$ cat config.mk
export PLATFORM = sky130hd
export DESIGN_NAME = logic_unit_pipe_flat
export DESIGN_NICKNAME = d
export VERILOG_FILES = /design/src/rtl/logic_unit_pkg.sv /design/src/rtl/logic_unit_pipe_if.sv /design/src/rtl/lu_out_fifo.sv /design/src/rtl/logic_unit_pipe.sv /design/src/flat_wrapper.sv
export SDC_FILE = /design/constraint.sdc
export NUM_CORES = 1
export LEC_CHECK = 0
export CAP_MARGIN = 20
export CORE_MARGIN = 2
export CORE_UTILIZATION = 60
export DETAILED_ROUTE_END_ITERATION = 6
export PLACE_DENSITY = 0.86
export SYNTH_ARGS = -nofsm -noshare
export SYNTH_HDL_FRONTEND = slang
export SYNTH_SLANG_ARGS = --single-unit
$ cat constraint.sdc
create_clock -name clk -period 7.4 [get_ports clk]
set_input_delay 1.48 -clock clk [delete_from_list [all_inputs] [get_ports clk]]
set_output_delay 1.48 -clock clk [all_outputs]
set_load 0.03 [all_outputs]
$ cat src/rtl/logic_unit_pkg.sv
// Shared types for the pipelined logic unit: op codes, FSM states and
// the accumulator seed helper.
package logic_unit_pkg;

  typedef enum logic [2:0] {
    LU_AND     = 3'd0,
    LU_NAND    = 3'd1,
    LU_OR      = 3'd2,
    LU_NOR     = 3'd3,
    LU_XOR     = 3'd4,
    LU_XNOR    = 3'd5,
    LU_ACC_AND = 3'd6,
    LU_ACC_XOR = 3'd7
  } lu_op_e;

  typedef enum logic {
    LU_ST_IDLE = 1'b0,
    LU_ST_ACC  = 1'b1
  } lu_state_e;

  localparam int unsigned LU_FIFO_DEPTH = 2;

  // Fill bit of the accumulator seed: all-ones for AND reduction, zero otherwise.
  function automatic logic acc_init_bit(input lu_op_e op);
    case (op)
      LU_ACC_AND: return 1'b1;
      default:    return 1'b0;
    endcase
  endfunction

  function automatic logic is_acc_op(input lu_op_e op);
    return (op == LU_ACC_AND) || (op == LU_ACC_XOR);
  endfunction

endpackage

$ cat src/rtl/logic_unit_pipe_if.sv
// Operand input stream and result output stream of the logic unit.
interface logic_unit_pipe_if #(parameter int WIDTH = 8);
  logic             in_valid;
  logic             in_ready;
  logic [WIDTH-1:0] in_a;
  logic [WIDTH-1:0] in_b;
  logic [2:0]       in_op;
  logic             in_last;
  logic             out_valid;
  logic             out_ready;
  logic [WIDTH-1:0] out_data;
  logic             out_zero;

  modport master (
    output in_valid, in_a, in_b, in_op, in_last, out_ready,
    input  in_ready, out_valid, out_data, out_zero
  );

  modport slave (
    input  in_valid, in_a, in_b, in_op, in_last, out_ready,
    output in_ready, out_valid, out_data, out_zero
  );
endinterface

$ cat src/rtl/lu_out_fifo.sv
// Two-entry result FIFO; head entry is presented directly as the output
// and reads as zero while empty.
module lu_out_fifo #(
  parameter int DW = 9
) (
  input  logic          clk,
  input  logic          rst_n,
  input  logic          push_i,
  input  logic [DW-1:0] din_i,
  input  logic          pop_i,
  output logic [DW-1:0] dout_o,
  output logic          valid_o,
  output logic [1:0]    count_o
);
  logic [DW-1:0] mem_q [2];
  logic          wr_ptr_q, rd_ptr_q;
  logic [1:0]    count_q, count_d;
  logic          push_ok_s, pop_ok_s;

  assign push_ok_s = push_i && (count_q != 2'd2);
  assign pop_ok_s  = pop_i && (count_q != 2'd0);

  always_comb begin
    count_d = count_q;
    case ({push_ok_s, pop_ok_s})
      2'b10:   count_d = count_q + 2'd1;
      2'b01:   count_d = count_q - 2'd1;
      default: count_d = count_q;
    endcase
  end

  always_ff @(posedge clk) begin
    if (!rst_n) begin
      mem_q[0] <= '0;
      mem_q[1] <= '0;
      wr_ptr_q <= 1'b0;
      rd_ptr_q <= 1'b0;
      count_q  <= 2'd0;
    end else begin
      if (push_ok_s) begin
        mem_q[wr_ptr_q] <= din_i;
        wr_ptr_q        <= ~wr_ptr_q;
      end
      if (pop_ok_s) begin
        rd_ptr_q <= ~rd_ptr_q;
      end
      count_q <= count_d;
    end
  end

  assign valid_o = (count_q != 2'd0);
  assign dout_o  = valid_o ? mem_q[rd_ptr_q] : '0;
  assign count_o = count_q;
endmodule

$ cat src/rtl/logic_unit_pipe.sv
// Pipelined bitwise logic unit: op decode, accumulation FSM and
// accumulator, feeding a two-entry output FIFO.
module logic_unit_pipe
  import logic_unit_pkg::*;
#(
  parameter int WIDTH = 8
) (
  input  logic                  clk,
  input  logic                  rst_n,
  logic_unit_pipe_if.slave      bus,
  output logic                  busy
);
  lu_state_e        state_q;
  lu_op_e           op_q;
  logic [WIDTH-1:0] acc_q;

  lu_op_e           op_eff_s;
  logic [WIDTH-1:0] acc_base_s, result_s;
  logic             accept_s, is_acc_s, emit_s;
  logic [1:0]       count_s;
  logic [WIDTH:0]   fifo_dout_s;

  assign bus.in_ready = (count_s != 2'd2) && rst_n;
  assign accept_s     = bus.in_valid && bus.in_ready;

  // Inside a packet the latched op governs; the live in_op is ignored.
  always_comb begin
    op_eff_s   = (state_q == LU_ST_ACC) ? op_q : lu_op_e'(bus.in_op);
    acc_base_s = (state_q == LU_ST_ACC) ? acc_q : {WIDTH{acc_init_bit(op_eff_s)}};
    is_acc_s   = is_acc_op(op_eff_s);
    result_s   = '0;
    case (op_eff_s)
      LU_AND:     result_s = bus.in_a & bus.in_b;
      LU_NAND:    result_s = ~(bus.in_a & bus.in_b);
      LU_OR:      result_s = bus.in_a | bus.in_b;
      LU_NOR:     result_s = ~(bus.in_a | bus.in_b);
      LU_XOR:     result_s = bus.in_a ^ bus.in_b;
      LU_XNOR:    result_s = ~(bus.in_a ^ bus.in_b);
      LU_ACC_AND: result_s = acc_base_s & bus.in_a & bus.in_b;
      LU_ACC_XOR: result_s = acc_base_s ^ bus.in_a ^ bus.in_b;
      default:    result_s = '0;
    endcase
    emit_s = accept_s && (!is_acc_s || bus.in_last);
  end

  always_ff @(posedge clk) begin
    if (!rst_n) begin
      state_q <= LU_ST_IDLE;
      op_q    <= LU_ACC_AND;
      acc_q   <= {WIDTH{1'b1}};
    end else if (accept_s && is_acc_s) begin
      if (bus.in_last) begin
        state_q <= LU_ST_IDLE;
        acc_q   <= {WIDTH{acc_init_bit(op_eff_s)}};
      end else begin
        state_q <= LU_ST_ACC;
        op_q    <= op_eff_s;
        acc_q   <= result_s;
      end
    end
  end

  lu_out_fifo #(.DW(WIDTH + 1)) u_fifo (
    .clk     (clk),
    .rst_n   (rst_n),
    .push_i  (emit_s),
    .din_i   ({(result_s == '0), result_s}),
    .pop_i   (bus.out_valid && bus.out_ready),
    .dout_o  (fifo_dout_s),
    .valid_o (bus.out_valid),
    .count_o (count_s)
  );

  assign {bus.out_zero, bus.out_data} = fifo_dout_s;
  assign busy = (state_q == LU_ST_ACC) || (count_s != 2'd0);
endmodule

$ cat src/flat_wrapper.sv
// flat-port wrapper written by rule: the top's interface ports become plain ports
module logic_unit_pipe_flat import logic_unit_pkg::*;
#(
  parameter int WIDTH = 8
)
  (clk, rst_n, busy, bus_in_valid, bus_in_a, bus_in_b, bus_in_op, bus_in_last, bus_out_ready, bus_in_ready, bus_out_valid, bus_out_data, bus_out_zero);
  logic_unit_pipe_if #(.WIDTH(WIDTH)) bus_i ();
  input  logic clk;
  input  logic rst_n;
  output logic busy;
  input wire logic [$bits(bus_i.in_valid)-1:0] bus_in_valid;
  input wire logic [$bits(bus_i.in_a)-1:0] bus_in_a;
  input wire logic [$bits(bus_i.in_b)-1:0] bus_in_b;
  input wire logic [$bits(bus_i.in_op)-1:0] bus_in_op;
  input wire logic [$bits(bus_i.in_last)-1:0] bus_in_last;
  input wire logic [$bits(bus_i.out_ready)-1:0] bus_out_ready;
  output wire logic [$bits(bus_i.in_ready)-1:0] bus_in_ready;
  output wire logic [$bits(bus_i.out_valid)-1:0] bus_out_valid;
  output wire logic [$bits(bus_i.out_data)-1:0] bus_out_data;
  output wire logic [$bits(bus_i.out_zero)-1:0] bus_out_zero;
  assign bus_i.in_valid = bus_in_valid;
  assign bus_i.in_a = bus_in_a;
  assign bus_i.in_b = bus_in_b;
  assign bus_i.in_op = bus_in_op;
  assign bus_i.in_last = bus_in_last;
  assign bus_i.out_ready = bus_out_ready;
  assign bus_in_ready = bus_i.in_ready;
  assign bus_out_valid = bus_i.out_valid;
  assign bus_out_data = bus_i.out_data;
  assign bus_out_zero = bus_i.out_zero;
  logic_unit_pipe #(.WIDTH(WIDTH)) u_core (.clk(clk), .rst_n(rst_n), .bus(bus_i), .busy(busy));
endmodule
; ---- Word-level counts from Yosys, hierarchy flattened
; Memory sizes are Yosys's and may differ from the RTL's. A register that Yosys moved wholly into a read port is not among the register bits.
; Cells that the tools add are included.
; W data, S select, Z words.
[word_totals]
elab_cells = 66
output_inout_bits = 12
input_bits = 24
n_memories = 1
regBits = 16
ram_bits = 18
[mem_list]
columns = memory, depth, width, read_ports, rd_clocked_by_memory_dff, write_ports, line
row1 = u_core.u_fifo.mem_q, 2, 9, 1, 1, 2, lu_out_fifo.sv:15  ; logic [DW-1:0] mem_q [2];
[classes]
muxes = 17
bitwise = 13
n_eq_ne = 10
n_addsub = 2
reduce_logical = 17
[ops]
columns = cell, n
row1 = $pmux W8 S8, 1
row2 = $and A8 B8 Y8, 3
row3 = $not A8 Y8, 3
row4 = $xor A8 B8 Y8, 3
row5 = $mux W9, 2
row6 = $mux W8, 2
row7 = $eq A3 B3 Y1 const B, 4
row8 = $mux W1, 10
row9 = $reduce_or A9 Y1, 1
row10 = $logic_not A8 Y1, 1
row11 = $or A8 B8 Y8, 1
row12 = $logic_and A1 B1 Y1, 7
row13 = $eq A3 B2 Y1 const B, 2
row14 = $pmux W2 S2, 1
row15 = $reduce_bool A2 Y1, 2
row16 = $eq A3 B1 Y1 const B, 1
row17 = $logic_not A3 Y1, 1
row18 = $logic_or A1 B1 Y1, 3
row19 = $mux W3, 1
row20 = $not A1 Y1, 3
row21 = $add A2 B1 Y2 const B, 1
row22 = $eq A2 B1 Y1 const B, 1
row23 = $eq A2 B2 Y1 const B, 1
row24 = $ne A2 B2 Y1 const B, 1
row25 = 3 further kinds, 3

; ---- Longest topological paths before layout
; Gate-level depths: netlist of run 1.
[logic_depth]
ltp_word = 12
mapped_depth = 14
depth_no_buf = 10

; ---- Modules after synthesis
; Synthesis of run 1 repeated with hierarchy kept, for this count alone.
[hier_totals]
cells_unflattened = 326
area_unflattened_um2 = 2806.4
[by_module_without_submodules]
columns = module, area_each_um2, cells_each, seq_area_each_um2, instances
row1 = logic_unit_pipe, 1781.7, 233, 240.2, 1
row2 = lu_out_fifo, 1024.7, 93, 640.6, 1

; ---- Least setup slack after synthesis of run 1
; OpenSTA, ideal clock, no wires.
[synth_timing]
path_kind = input -> register
start = input port bus_in_op[2]
end = memory u_core.u_fifo.mem_q[1][8], data pin
t_required_ps = 7129
setup_ps = 271
t_arrival_ps = 3551
path_stages = 13
path_buffers = 3
setup_slack_ps = 3578
cell_sequence = mux2i_1 buf_4 buf_4 or3_1 clkbuf_1 nand2_1 ha_1 xnor2_1 mux2_2 a22o_1 a2bb2oi_1 nand4_1 nor3_1
[synth_lines]
columns = element, line
row1 = from (decl), flat_wrapper.sv:14  ; input wire logic [$bits(bus_i.in_op)-1:0] bus_in_op;
row2 = to (decl), lu_out_fifo.sv:15

; ---- Final worst setup path of run 1
[layout_timing]
start = input port rst_n
end = output port bus_in_ready
[layout_between]
elab_chain_len = 1
[layout_rtl]
columns = element, line
row1 = from (decl), flat_wrapper.sv:9  ; input logic rst_n;
row2 = $logic_and A1 B1 Y1, logic_unit_pipe.sv:23  ; assign bus.in_ready = (count_s != 2'd2) && rst_n;
row3 = to (decl), flat_wrapper.sv:17  ; output wire logic [$bits(bus_i.in_ready)-1:0] bus_in_ready;
; Every way passes these cells.

==> results of run 1 <==
## per-layer routing
layer,track usage,wire [um]
met5,0,0
met4,0.0860,35
met3,0.0278,287
met2,0.414,2920
met1,0.287,2490
## cell families (layout without fill, tap and decap cells)
logic type,Yosys count,count (layout),share of synthesized area
fa+ha+maj,25,25,0.112
simple gates,123,123,0.207
flops,35,35,0.316
buf+inv,37,68,0.0619
compound gates,57,57,0.156
xor+xnor,13,13,0.0408
mux,26,26,0.106
## worst max-delay path, stage by stage
cell,delay (ps)
clkdlybuf4s50_1,690
a21boi_1,330
clkdlybuf4s50_1,730
## final cells by class
type                       instances  area (um2)  area share
multi-input combinational        244        1730       0.538
sequential                        35         881       0.273
timing repair buffer              37         365       0.113
clock buffer                       7        86.3      0.0268
inverter                          23        86.3      0.0268
tap                               52        65.1      0.0202
clock inverter                     1        3.75     0.00117
## flip-flops by register name (all words and copies together) (netlist names), named ones only
| signal | cells |
|---|---|
| u_core.u_fifo.mem_q | 18 |
| u_core.u_fifo.count_o | 2 |
| u_core.u_fifo.rd_ptr_q | 1 |
| u_core.state_q | 1 |
| u_core.acc_q | 8 |
| u_core.op_q | 3 |
| u_core.u_fifo.wr_ptr_q | 1 |
## synthesized netlist by cell type, drive strengths merged (2+ instances only)
cell / instances / area (um2)
a22oi: 2 / 15.0
and2: 4 / 25.0
nand2: 46 / 173
a2bb2oi: 4 / 35.0
nor2b: 2 / 12.5
xor2: 3 / 26.3
dfxtp: 17 / 340
ha: 25 / 313
or2: 2 / 15.0
a22o: 2 / 17.5
o211a: 3 / 30.0
nor2: 36 / 135
and3: 2 / 12.5
nand4: 5 / 31.3
nor3: 6 / 41.3
clkbuf: 6 / 22.5
buf: 8 / 63.8
a21boi: 4 / 30.0
o211ai: 8 / 60.1
a31oi: 3 / 18.8
inv: 23 / 86.3
nand3b: 2 / 15.0
or3: 5 / 31.3
o22ai: 2 / 12.5
nand3: 7 / 35.0
a21o: 2 / 15.0
mux2i: 20 / 225
mux2: 6 / 71.3
a21oi: 6 / 30.0
edfxtp: 18 / 541
nand2b: 2 / 12.5
xnor2: 10 / 87.6
o21ai: 6 / 30.0
o221ai: 2 / 17.5
a32o: 2 / 20.0
o2111ai: 3 / 26.3
## per-stage QoR
stage | power [mW] | hold WS, ps
2_1_floorplan | 0.424 | 454
3_3_place_gp | 0.498 | 466
3_5_place_dp | 0.506 | 474
4_1_cts | 0.642 | 496
5_1_grt | 0.674 | 506
6_report | 0.639 | 495
## report_power, final
part           leakage [nW]  internal [mW]  switching (mW)
clock                0.0459         0.0745          0.0634
combinational          1.03          0.114           0.145
sequential            0.327          0.225          0.0177
total                  1.40          0.413           0.226
## worst min-delay path by stage
| stage | from | slack [ps] | end |
|---|---|---|---|
| 2_1_floorplan | u_core.acc_q[0] | 450 | u_core.acc_q[0] |
| 3_3_place_gp | u_core.acc_q[5] | 470 | u_core.acc_q[5] |
| 3_5_place_dp | u_core.acc_q[2] | 470 | u_core.acc_q[2] |
| 4_1_cts | u_core.acc_q[2] | 500 | u_core.acc_q[2] |
| 5_1_grt | u_core.acc_q[2] | 510 | u_core.acc_q[2] |
| 6_report | u_core.acc_q[6] | 500 | u_core.acc_q[6] |
==> impl_metrics.toml, run 1 <==
[global_routing]
track_usage = 0.232
grt_pass1_vias = 2136
grt-ovfl-total = 0
grt_max_degree = 31
grt_pass1_wl_mm = 9.57
antenna_found_initial = 0

[die]
dieHeight_um = 72.2
die-area_um2 = 5210
coreArea_um2 = 4410
rows = 24
die_w_um = 72.2
initial_core_util = 0.632
ios = 36

[timing]
fin_crit_sh = 0.637
worst_pin_slew_ps = 723
finClkSkew_ps = 1.42
fmax_mhz = 212
tns_ps = 0
slew-limit-headroom = 0.513
period_needed_ps = 4710
slew_viol_final = 0
setup_viol = 0
hold_viol_final = 0
rsz0062_at_grt = "no"
final.setup.worst_slack_ps = 2690

[placement]
place.detailed.hpwl_mm = 4.53
dpl-instance-area_um2 = 3130
gp_congestion = 0.865
place_ws_ps = 2690
placed_cells = 391
port_buffers = 35

[clocking]
clkTransAtPathRegs_ps = 60
clock_latency_ps = 280
cts_made_buffers = 5
cts_resized = 0
cts_root_buf = "clkbuf_8"
cts_max_level = 2
cts_num_sinks = 35
ctsHoldBuffers = 0
clk_path_buf_depth = 2
cts_setup_buffers = 0
cts_tree = "yes"

[final_layout]
fin_nets = 395
syn_to_final_growth_pct = 15.6
nFillCells = 332
layout_commonest_cell = "nand2_1"
fin_area_um2 = 3220
final_util = 0.730
layout-drive-gt1-share = 0.0605
fin_cells = 399
antenna_cells = 0
layout_common_cells = "nand2_1, nor2_1, clkdlybuf4s50_1"

[synth]
yosysUniqueCellTypes = 56
syn_area_um2 = 2790
synth_ff_type = "edfxtp_1"
synth.yosys.seq_area_share = 0.316
synth-edff-count = 18
yosys_warnings = 0
netlist_instances = 316
ys_seq_elements = 35
synth.net_count = 365
synthArstFlopShare = 0
syn_avg_cell_area_um2 = 8.82

[setup_path]
startpoint = "rst_n"
reg2reg_depth = 11
crit_arrival_ps = 3230
reg2reg_slack_ps = 4350
crit_type = "input port to output pin"
critPathCapture = "bus_in_ready"
worstPathMaxFanout = 13
end_kind = "output pin"
r2r-end = "u_core.u_fifo.mem_q[1][8]"
crit_required_ps = 5920
cp-start-kind = "input port"
r2r_start = "u_core.state_q"

[detailed_routing]
antenna_left = 0
dr.pass1.iters = 4
wl_mm = 5.72
vias = 2323
vias_per_cell = 5.82
route.detailed.wl_per_inst_um = 14.3
drc = 0
drt_iter0_markers = 177

[hold_path]
hold_class = "flop to flop"
whs_path_depth = 2

[pwr]
peakVddDrop_mv = 0.0847
power_density_nw_per_um2 = 198
leakage_nw = 1.40

[outcome]
status = "finished clean"

[job]
drv_cap = 0
(Power assumes the default switching activity.)
==> run 2, diff against run 1 <==
CORE_UTILIZATION = 56   (was 60)
PLACE_DENSITY = 0.81   (was 0.86)
clock period = 4.9 ns   (was 7.4 ns; I/O delays follow)
==> run 2 against run 1 <==
  * Global-route usage up 0.40 points
  * Non-clock buffer count unchanged
  * Setup slack got worse by 1600 ps
  * Largest cell class unchanged
  * Critical path type unchanged
  * Clock-buffer cell count increased by 1
  * Combinational power up 52%
==> impl_metrics.toml, run 2 (synthesis gave the netlist of run 1 again) <==
[outcome]
status = "finished clean"

[final_layout]
largest_reg_flops = 18
layout-drive-gt1-share = 0.0576
layout_commonest_cell = "nand2_1"
fin_nets = 395
nFillCells = 404
regArea_um2 = 881
layout_common_cells = "nand2_1, nor2_1, clkdlybuf4s50_1"
fin_cells = 414
fin_area_um2 = 3230
antenna_cells = 0
reg_top3 = "u_core.u_fifo.mem_q (18), u_core.acc_q (8), u_core.op_q (3)"
syn_to_final_growth_pct = 15.9
top_register = "u_core.u_fifo.mem_q"
multi_input_area_um2 = 1730

[die]
ios = 36
initial_core_util = 0.586
dieHeight_um = 74.6
die_w_um = 74.6
die-area_um2 = 5560
coreArea_um2 = 4750
rows = 25

[global_routing]
grt_pass1_wl_mm = 10.2
antenna_found_initial = 0
track_usage = 0.236
grt-ovfl-total = 0
grt_max_degree = 31
grt_pass1_vias = 2233

[setup_path]
cp-start-kind = "input port"
crit_required_ps = 3920
crit_arrival_ps = 2830
worstPathMaxFanout = 13
slowest_delay_ps = 740
cp_cell_sequence = "clkdlybuf4s50_1 -> a21boi_1 -> clkdlybuf4s50_1"
cpMaxStageDelayCell = "clkdlybuf4s50_1"
r2r-end = "u_core.u_fifo.mem_q[0][8]"
crit_type = "input port to output pin"
worst_path_most_repeated_cell = "clkdlybuf4s50_1"
r2r_start = "u_core.state_q"
startpoint = "rst_n"
reg2reg_depth = 12
end_kind = "output pin"
critPathCapture = "bus_in_ready"
reg2reg_slack_ps = 1690

[timing]
setup_viol = 0
fmax_mhz = 262
rsz0062_at_grt = "no"
slew-limit-headroom = 0.505
hold_viol_final = 0
fin_crit_sh = 0.778
worst_pin_slew_ps = 735
tns_ps = 0
finClkSkew_ps = 3.16
slew_viol_final = 0
period_needed_ps = 3810

[placement]
port_buffers = 35
place.detailed.hpwl_mm = 4.64
dpl-instance-area_um2 = 3150
placed_cells = 406
gp_congestion = 0.925

[clocking]
clock_latency_ps = 280
cts_num_sinks = 35
clkTransAtPathRegs_ps = 60
ctsHoldBuffers = 0
clk_path_buf_depth = 2
cts_resized = 0
cts_setup_buffers = 0
cts_root_buf = "clkbuf_8"
cts_max_level = 2
cts_made_buffers = 5
cts_tree = "yes"

[detailed_routing]
drc = 0
wl_mm = 6.05
vias = 2358
vias_per_cell = 5.70
antenna_left = 0
dr.pass1.iters = 4
drt_iter0_markers = 145
route.detailed.wl_per_inst_um = 14.6

[pwr]
leakage_nw = 1.40
peakVddDrop_mv = 0.156
power_density_nw_per_um2 = 296

[job]
drv_cap = 0

[hold_path]
hold_class = "flop to flop"
run 2: changes by cell type in the layout (fill, tap and decap cells not counted):
cell,delta
clkinv_1,-1
clkbuf_8,-1
clkbuf_1,+2
run 2: worst min-delay path by stage:
stage	to	slack, ps	depth (start not counted)	start
4_1_cts	u_core.acc_q[6]	490	2	u_core.acc_q[6]
2_1_floorplan	u_core.acc_q[0]	450	2	u_core.acc_q[0]
3_3_place_gp	u_core.acc_q[3]	470	2	u_core.acc_q[3]
5_1_grt	u_core.acc_q[6]	510	2	u_core.acc_q[6]
6_report	u_core.acc_q[6]	490	2	u_core.acc_q[6]
3_5_place_dp	u_core.acc_q[6]	470	2	u_core.acc_q[6]
run 2: area by class of cell:
type                            instances  share of cell area
Multi-Input combinational cell        244               0.537
Tap cell                               67              0.0259
Clock buffer                            8              0.0248
Inverter                               23              0.0267
Sequential cell                        35               0.273
Timing Repair Buffer                   37               0.113
run 2: layer usage:
| layer | part of all wire | routed length, um | global-route usage |
|---|---|---|---|
| met4 | 0.018 | 110 | 0.0833 |
| met3 | 0.046 | 281 | 0.0407 |
| met1 | 0.45 | 2710 | 0.301 |
| met5 | 0 | 0 | 0 |
| met2 | 0.49 | 2940 | 0.403 |
run 2: critical path, delay by kind of cell:
kind                   cells  cell delay [ps]
AOI/OAI and AO/OA          1              380
buffers and inverters      2             1470
run 2: report_power, final:
group	total (mW)	switching, mW	internal (mW)
Combinational	0.393	0.220	0.173
Clock	0.197	0.0965	0.101
Sequential	0.366	0.0266	0.339
run 2: per-stage QoR:
stage	util	power (mW)	setup slack [ps]	hold slack (ps)
floorplan	-	0.641	1580	454
global placement	0.663	0.756	1030	466
detailed placement	0.663	0.765	977	472
CTS	0.679	0.961	1120	488
global route	0.679	1.01	939	506
finish	0.679	0.956	1090	486
